**config.mk**
```make
export PLATFORM = sky130hd
export DESIGN_NAME = ps2_scancode_decoder
export DESIGN_NICKNAME = d
export VERILOG_FILES = /design/src/rtl/ps2_pkg.sv /design/src/rtl/ps2_event_fifo.sv /design/src/rtl/ps2_scancode_decoder.sv
export SDC_FILE = /design/constraint.sdc
export NUM_CORES = 1
export LEC_CHECK = 0
export BUFFER_PORTS_ARGS = -buffer_cell sky130_fd_sc_hd__buf_2
export CAP_MARGIN = 10
export CORE_MARGIN = 2
export CORE_UTILIZATION = 35
export CTS_CLUSTER_SIZE = 28
export DETAILED_ROUTE_END_ITERATION = 8
export GPL_TIMING_DRIVEN = 0
export PLACE_DENSITY_LB_ADDON = 0.12
export SYNTH_ARGS = -nofsm -noshare
export SYNTH_HDL_FRONTEND = slang
export SYNTH_HIERARCHICAL = 1
export SYNTH_SLANG_ARGS = --single-unit
```
**constraint.sdc**
```tcl
create_clock -name clk -period 8.7 [get_ports clk]
set_input_delay 1.74 -clock clk [delete_from_list [all_inputs] [get_ports clk]]
set_output_delay 1.74 -clock clk [all_outputs]
set_load 0.01 [all_outputs]
```
**src/rtl/ps2_pkg.sv**
```systemverilog
// Shared definitions for the PS/2 set-2 scancode decoder.
//   - prefix / status byte constants seen on the keyboard-to-host stream
//   - decoder FSM state encoding
//   - 10-bit key event layout {code, ext, brk}
//   - pressed-bitmap index helper (used when PS2_REPEAT_FILTER_EN is defined)
package ps2_pkg;

   localparam int unsigned EV_W = 10;

   localparam logic [7:0] PS2_EXT      = 8'hE0;
   localparam logic [7:0] PS2_BREAK    = 8'hF0;
   localparam logic [7:0] PS2_PAUSE    = 8'hE1;
   localparam logic [7:0] PS2_BAT_OK   = 8'hAA;
   localparam logic [7:0] PS2_ACK      = 8'hFA;
   localparam logic [7:0] PS2_ECHO     = 8'hEE;
   localparam logic [7:0] PS2_RESEND   = 8'hFE;
   localparam logic [7:0] PS2_BAT_FAIL = 8'hFC;
   localparam logic [7:0] PS2_ERR0     = 8'h00;
   localparam logic [7:0] PS2_ERR1     = 8'hFF;

   // E0 12 / E0 59 are fake shifts emitted around extended keys
   localparam logic [7:0] PS2_FAKE_LSHIFT = 8'h12;
   localparam logic [7:0] PS2_FAKE_RSHIFT = 8'h59;
   localparam logic [7:0] PS2_PAUSE_CODE  = 8'h77;
   localparam logic [7:0] PS2_F7          = 8'h83;

   typedef enum logic [2:0] {
      ST_IDLE = 3'd0,
      ST_E0   = 3'd1,
      ST_F0   = 3'd2,
      ST_E0F0 = 3'd3,
      ST_SKIP = 3'd4
   } ps2_state_t;

   typedef struct packed {
      logic [7:0] code;
      logic       ext;
      logic       brk;
   } ps2_event_t;

   // F7 (83) is the only set-2 code above 7F; fold it onto the unused slot 02
   function automatic logic [7:0] key_index(input logic [7:0] code, input logic ext);
      logic [6:0] low;
      low = (code == PS2_F7) ? 7'h02 : code[6:0];
      return {ext, low};
   endfunction

endpackage

```
**src/rtl/ps2_event_fifo.sv**
```systemverilog
// Register-based show-ahead FIFO for decoded key events.
// Ports: clk, rstn (async active-low), push/wdata, pop, rdata (head entry),
//        full, empty, level (0..DEPTH).
// A push while full is accepted only when a pop happens in the same cycle.
module ps2_event_fifo #(
   parameter int unsigned WIDTH = 10,
   parameter int unsigned DEPTH = 4
) (
   input  logic                       clk,
   input  logic                       rstn,
   input  logic                       push,
   input  logic [WIDTH-1:0]           wdata,
   input  logic                       pop,
   output logic [WIDTH-1:0]           rdata,
   output logic                       full,
   output logic                       empty,
   output logic [$clog2(DEPTH):0]     level
);

   localparam int unsigned AW = $clog2(DEPTH);
   localparam int unsigned LW = AW + 1;

   logic [WIDTH-1:0] mem [DEPTH];
   logic [AW-1:0]    wr_ptr;
   logic [AW-1:0]    rd_ptr;
   logic [LW-1:0]    count;
   logic             do_push;
   logic             do_pop;

   assign full    = (count == LW'(DEPTH));
   assign empty   = (count == '0);
   assign do_pop  = pop & ~empty;
   assign do_push = push & (~full | do_pop);
   assign rdata   = mem[rd_ptr];
   assign level   = count;

   // Storage, pointers (wrap naturally, DEPTH is a power of 2) and occupancy
   always_ff @(posedge clk or negedge rstn) begin
      if (!rstn) begin
         for (int unsigned i = 0; i < DEPTH; i++) mem[i] <= '0;
         wr_ptr <= '0;
         rd_ptr <= '0;
         count  <= '0;
      end else begin
         if (do_push) begin
            mem[wr_ptr] <= wdata;
            wr_ptr      <= wr_ptr + AW'(1);
         end
         if (do_pop) rd_ptr <= rd_ptr + AW'(1);
         case ({do_push, do_pop})
            2'b10:   count <= count + LW'(1);
            2'b01:   count <= count - LW'(1);
            default: count <= count;
         endcase
      end
   end

endmodule

```
**src/rtl/ps2_scancode_decoder.sv**
```systemverilog
// PS/2 set-2 byte stream to key event decoder.
// Strips E0/F0/E1 prefixes and keyboard status bytes, queues {code,ext,brk}
// events in a show-ahead FIFO with a valid/ready handshake.
// Ports: clk, rstn (async active-low), rx_data/rx_valid (bytes from ps2host),
//        ev_code/ev_ext/ev_break/ev_valid/ev_ready (event handshake),
//        fifo_level, overflow (sticky) / clr_overflow, bat_ok (pulse).
// Optional feature: define PS2_REPEAT_FILTER_EN to suppress typematic repeats
// and orphan breaks using a 256-entry pressed-key bitmap.
module ps2_scancode_decoder
   import ps2_pkg::*;
#(
   parameter int unsigned FIFO_DEPTH = 4,
   parameter int unsigned PAUSE_LEN  = 7
) (
   input  logic                          clk,
   input  logic                          rstn,
   input  logic [7:0]                    rx_data,
   input  logic                          rx_valid,
   output logic [7:0]                    ev_code,
   output logic                          ev_ext,
   output logic                          ev_break,
   output logic                          ev_valid,
   input  logic                          ev_ready,
   output logic [$clog2(FIFO_DEPTH):0]   fifo_level,
   output logic                          overflow,
   input  logic                          clr_overflow,
   output logic                          bat_ok
);

   localparam int unsigned CNT_W = $clog2(PAUSE_LEN + 1);

   ps2_state_t     state;
   logic [CNT_W-1:0] cnt;

   ps2_event_t dec_ev;
   logic       dec_valid;
   logic       dec_pause;
   logic       dec_err;
   logic       dec_bat;
   logic       suppress;
   logic       push;
   logic       pop;
   logic       drop;
   logic       fifo_full;
   logic       fifo_empty;
   ps2_event_t head;

   // Byte classification in the current state; produces at most one event
   always_comb begin
      dec_ev    = '0;
      dec_valid = 1'b0;
      dec_pause = 1'b0;
      dec_err   = 1'b0;
      dec_bat   = 1'b0;
      if (rx_valid) begin
         case (state)
            ST_IDLE: begin
               case (rx_data)
                  PS2_EXT, PS2_BREAK, PS2_PAUSE,
                  PS2_ACK, PS2_ECHO, PS2_RESEND, PS2_BAT_FAIL: ;
                  PS2_BAT_OK:         dec_bat = 1'b1;
                  PS2_ERR0, PS2_ERR1: dec_err = 1'b1;
                  default: begin
                     dec_ev    = '{code: rx_data, ext: 1'b0, brk: 1'b0};
                     dec_valid = 1'b1;
                  end
               endcase
            end
            ST_E0: begin
               case (rx_data)
                  PS2_BREAK, PS2_FAKE_LSHIFT, PS2_FAKE_RSHIFT, PS2_EXT, PS2_PAUSE: ;
                  default: begin
                     dec_ev    = '{code: rx_data, ext: 1'b1, brk: 1'b0};
                     dec_valid = 1'b1;
                  end
               endcase
            end
            ST_F0: begin
               case (rx_data)
                  PS2_EXT, PS2_BREAK, PS2_PAUSE: ;
                  default: begin
                     dec_ev    = '{code: rx_data, ext: 1'b0, brk: 1'b1};
                     dec_valid = 1'b1;
                  end
               endcase
            end
            ST_E0F0: begin
               case (rx_data)
                  PS2_FAKE_LSHIFT, PS2_FAKE_RSHIFT, PS2_EXT, PS2_BREAK, PS2_PAUSE: ;
                  default: begin
                     dec_ev    = '{code: rx_data, ext: 1'b1, brk: 1'b1};
                     dec_valid = 1'b1;
                  end
               endcase
            end
            ST_SKIP: begin
               // Pause sequence has no break; report it once as an extended make
               if (cnt == CNT_W'(1)) begin
                  dec_ev    = '{code: PS2_PAUSE_CODE, ext: 1'b1, brk: 1'b0};
                  dec_valid = 1'b1;
                  dec_pause = 1'b1;
               end
            end
            default: ;
         endcase
      end
   end

`ifdef PS2_REPEAT_FILTER_EN
   logic [255:0] pressed;
   logic [7:0]   key_idx;
   logic         is_pressed;

   assign key_idx    = key_index(dec_ev.code, dec_ev.ext);
   assign is_pressed = pressed[key_idx];
   // Pause never sends a break, so it bypasses the filter
   assign suppress   = ~dec_pause & (dec_ev.brk ? ~is_pressed : is_pressed);

   // Pressed-key bitmap; BAT completion means the keyboard restarted
   always_ff @(posedge clk or negedge rstn) begin
      if (!rstn) begin
         pressed <= '0;
      end else if (dec_bat) begin
         pressed <= '0;
      end else if (dec_valid && !suppress && !dec_pause) begin
         pressed[key_idx] <= ~dec_ev.brk;
      end
   end
`else
   assign suppress = 1'b0;
`endif

   assign push = dec_valid & ~suppress;
   assign pop  = ev_valid & ev_ready;
   assign drop = push & fifo_full & ~pop;

   // Prefix tracking FSM, pause skip counter and status outputs
   always_ff @(posedge clk or negedge rstn) begin
      if (!rstn) begin
         state    <= ST_IDLE;
         cnt      <= '0;
         bat_ok   <= 1'b0;
         overflow <= 1'b0;
      end else begin
         bat_ok <= dec_bat;
         if (dec_err || drop)   overflow <= 1'b1;
         else if (clr_overflow) overflow <= 1'b0;

         if (rx_valid) begin
            case (state)
               ST_IDLE: begin
                  case (rx_data)
                     PS2_EXT:   state <= ST_E0;
                     PS2_BREAK: state <= ST_F0;
                     PS2_PAUSE: begin
                        state <= ST_SKIP;
                        cnt   <= CNT_W'(PAUSE_LEN);
                     end
                     default:   state <= ST_IDLE;
                  endcase
               end
               ST_E0:   state <= (rx_data == PS2_BREAK) ? ST_E0F0 : ST_IDLE;
               ST_F0:   state <= ST_IDLE;
               ST_E0F0: state <= ST_IDLE;
               ST_SKIP: begin
                  cnt <= cnt - CNT_W'(1);
                  if (cnt == CNT_W'(1)) state <= ST_IDLE;
               end
               default: state <= ST_IDLE;
            endcase
         end
      end
   end

   ps2_event_fifo #(
      .WIDTH (EV_W),
      .DEPTH (FIFO_DEPTH)
   ) u_fifo (
      .clk   (clk),
      .rstn  (rstn),
      .push  (push),
      .wdata (dec_ev),
      .pop   (pop),
      .rdata (head),
      .full  (fifo_full),
      .empty (fifo_empty),
      .level (fifo_level)
   );

   assign ev_valid = ~fifo_empty;
   assign ev_code  = head.code;
   assign ev_ext   = head.ext;
   assign ev_break = head.brk;

endmodule

```
==> flow_summary.yaml <==
placement:
  numPortBuffers: 25
  dp.cells: 358
  pre_cts_slack_ps: 4220
  place_congestion: 0.801
  hpwlAfterDp_mm: 4.24
synthesis:
  synthArstFlopShare_pct: 100
  synth_area_leaders: "dfrtp_1 47%, mux2_2 16%, mux4_2 7.7%, ha_1 3.0%, nand2_1 2.2%"
  synth_top_area_share_pct: 47.1
  synth_edf_count: 0
  seq_area_frac_synth_pct: 47.1
  synth_area_per_cell_um2: 12.9
  synthFlopType: "dfrtp_1"
  yosysUniqueCellTypes: 51
  yosysTopAreaCell: "dfrtp_1"
  syn_nets: 248
  synthCells: 227
  synthesis.area_um2: 2920
  synth_seq_cells: 55
  ys_warn_count: 6
grt:
  grt_pass1_wl_mm: 9.98
  grt_max_degree: 29
  grt_overflow: 0
  antenna_found_initial: 0
  grt_pass1_vias: 1892
  grt.total_usage_pct: 14.6
sta:
  timing.final.ws_setup_ps: 4530
  final.setup_skew_ps: 5.39
  fin_crit_ps: 4170
  setup_viol: 0
  final.setup.tns_ps: 0
  slew_viol_final: 0
  hold_violations: 0
  slew_headroom_pct: 51.4
  fmax_mhz: 240
  rsz0062_at_grt: "no"
  fin_crit_sh_pct: 47.9
  tightestPinTransition_ps: 728
pwr:
  powerDensity_nw_per_um2: 287
  p_leak_uw: 0.00149
  vdd_drop_max_mv: 0.0954
route:
  via_per_inst: 5.19
  first_pass_iters: 4
  drt_first_iter_violations: 48
  drc: 0
  totalWireLength_mm: 6.04
  vias: 1899
  wl_per_cell_um: 16.5
  antenna_left: 0
layout:
  n_antenna_cell: 0
  finalNonFillerCells: 366
  layout.nets: 281
  syn2layout_area_growth_pct: 12.4
  layout-drive-gt1-share_pct: 39.5
floorplanning:
  core_um2: 8130
  die_y_um: 95.4
  ios: 29
  die_w_um: 95.4
  num_rows: 33
  initial_utilization_pct: 35.9
  die_area_um2: 9090
cts:
  cts_buffers: 5
  cts.sink_count: 55
  htree_levels: 2
  clock_path_buffers: 2
  cts_setup_buffers: 0
  ctsHoldBuffers: 0
  clock_latency_ps: 310
  root_buffer: "clkbuf_8"
  cts_resized: 0
  cts_tree: "built"
  clkTransAtPathRegs_ps: 90
setup_path:
  path_class: "input port to flop"
  slowest_stage: "nor4_1"
  crit_fanout: 12
  path_cells: "buf_2, nand2b_1, nor4_1, a21oi_1, nand3b_2, o211ai_4, or2b_2, ha_1, inv_1, fa_1, xor2_1, nor2_1, xor2_1"
  cp-end-kind: "flop"
  cp_common_cell: "xor2_1"
  critical_path_required_ps: 8940
  startpoint_type: "input port"
  cpPeakStageDelay_ps: 560
  crit_buf_inv: 2
  path_delay_family: "simple AND/OR/NAND/NOR gates"
  arrival_ps: 4400
status:
  status: "complete, no violations"
min_path:
  hold_class: "flop to flop"
run:
  cap_violations: 0
-- routing by layer --
metal	up-vias	wire length (um)	GRT usage, %
met3	8	233	2.61
met1	950	2980	20.8
met4	0	97	4.83
met2	41	2730	22.4
li1	900	-	-
met5	-	0	0
-- synth_stat cells, types with 3 or more instances --
cell type / n
xor2_1: 3
or4b_1: 3
dfrtp_1: 55
clkbuf_1: 4
a21oi_1: 7
xnor2_1: 3
mux4_2: 10
nor2_1: 4
nand2_1: 17
nor2_2: 5
o21ai_1: 3
o21a_1: 6
mux2_2: 41
nor2b_1: 3
ha_1: 7
inv_1: 10
nand4b_1: 3
-- worst paths after layout --
| kind | from | cells after the start | endpoint | slack [ps] |
|---|---|---|---|---|
| min in group asynchronous | rstn | 1 | state[1] | 1450 |
| hold reg to reg | u_fifo/mem[11] | 1 | u_fifo/mem[11] | 510 |
| setup / recovery | rx_data[1] | 13 | u_fifo/level[2] | 4530 |
| max in group asynchronous | rstn | 2 | u_fifo/mem[18] | 6670 |
| setup reg to reg | state[0] | 11 | u_fifo/level[1] | 5600 |
| hold / removal | u_fifo/mem[11] | 1 | u_fifo/mem[11] | 510 |
-- cell families after synthesis --
| kind of cell | Yosys count | share of synthesized area [%] |
|---|---|---|
| buf+inv | 18 | 3.08 |
| compound gates | 30 | 8.01 |
| mux | 52 | 23.9 |
| simple gates | 58 | 12.5 |
| fa+ha+maj | 8 | 3.68 |
| flops | 55 | 47.1 |
| xor+xnor | 6 | 1.80 |
-- power breakdown --
part           internal, uW  switching (uW)  total, uW
clock                  56.5            82.4        139
combinational           214             181        395
sequential              350            60.1        410
-- placed cells by master, fill, tap and decap left out, types with 2 or more instances in the layout --
cell,n
dfrtp_1,55
mux2_2,41
buf_2,26
nand2_1,17
inv_1,10
mux4_2,10
a21oi_1,7
ha_1,7
clkbuf_8,6
o21a_1,6
clkbuf_1,5
nor2_2,5
nor2_1,4
nor2b_1,3
o21ai_1,3
or4b_1,3
nand4b_1,3
xnor2_1,3
xor2_1,3
and3_1,2
nand2b_1,2
nor4_1,2
a221o_1,2
nand4_1,2
nand3_1,2
and2_1,2
nor3_1,2
a41oi_1,2
-- metrics by stage --
step	hold slack, ps	util, %	total power [uW]	cell area (um2)
2_1_floorplan	475	-	696	2920
3_3_place_gp	485	39.1	807	3180
3_5_place_dp	490	39.3	818	3200
4_1_cts	513	40.4	961	3280
5_1_grt	525	40.4	1020	3280
6_report	509	40.4	944	3280
-- cell type report --
class                      instances  area (um2)
timing repair buffer              26         145
multi-input combinational        154        1460
clock buffer                       6        72.6
inverter                          10        37.5
tap                              105         131
fill                             777        4850
buffer                             8        52.6
clock inverter                     2        12.5
sequential                        55        1380
-- registers in the layout (all words and copies together) (netlist names) --
signal,cells
bat_ok,1
u_fifo/wr_ptr,2
u_fifo/mem,40
cnt,3
u_fifo/level,3
overflow,1
state,3
u_fifo/rd_ptr,2
Note: power is estimated with default switching activity, not from simulation.
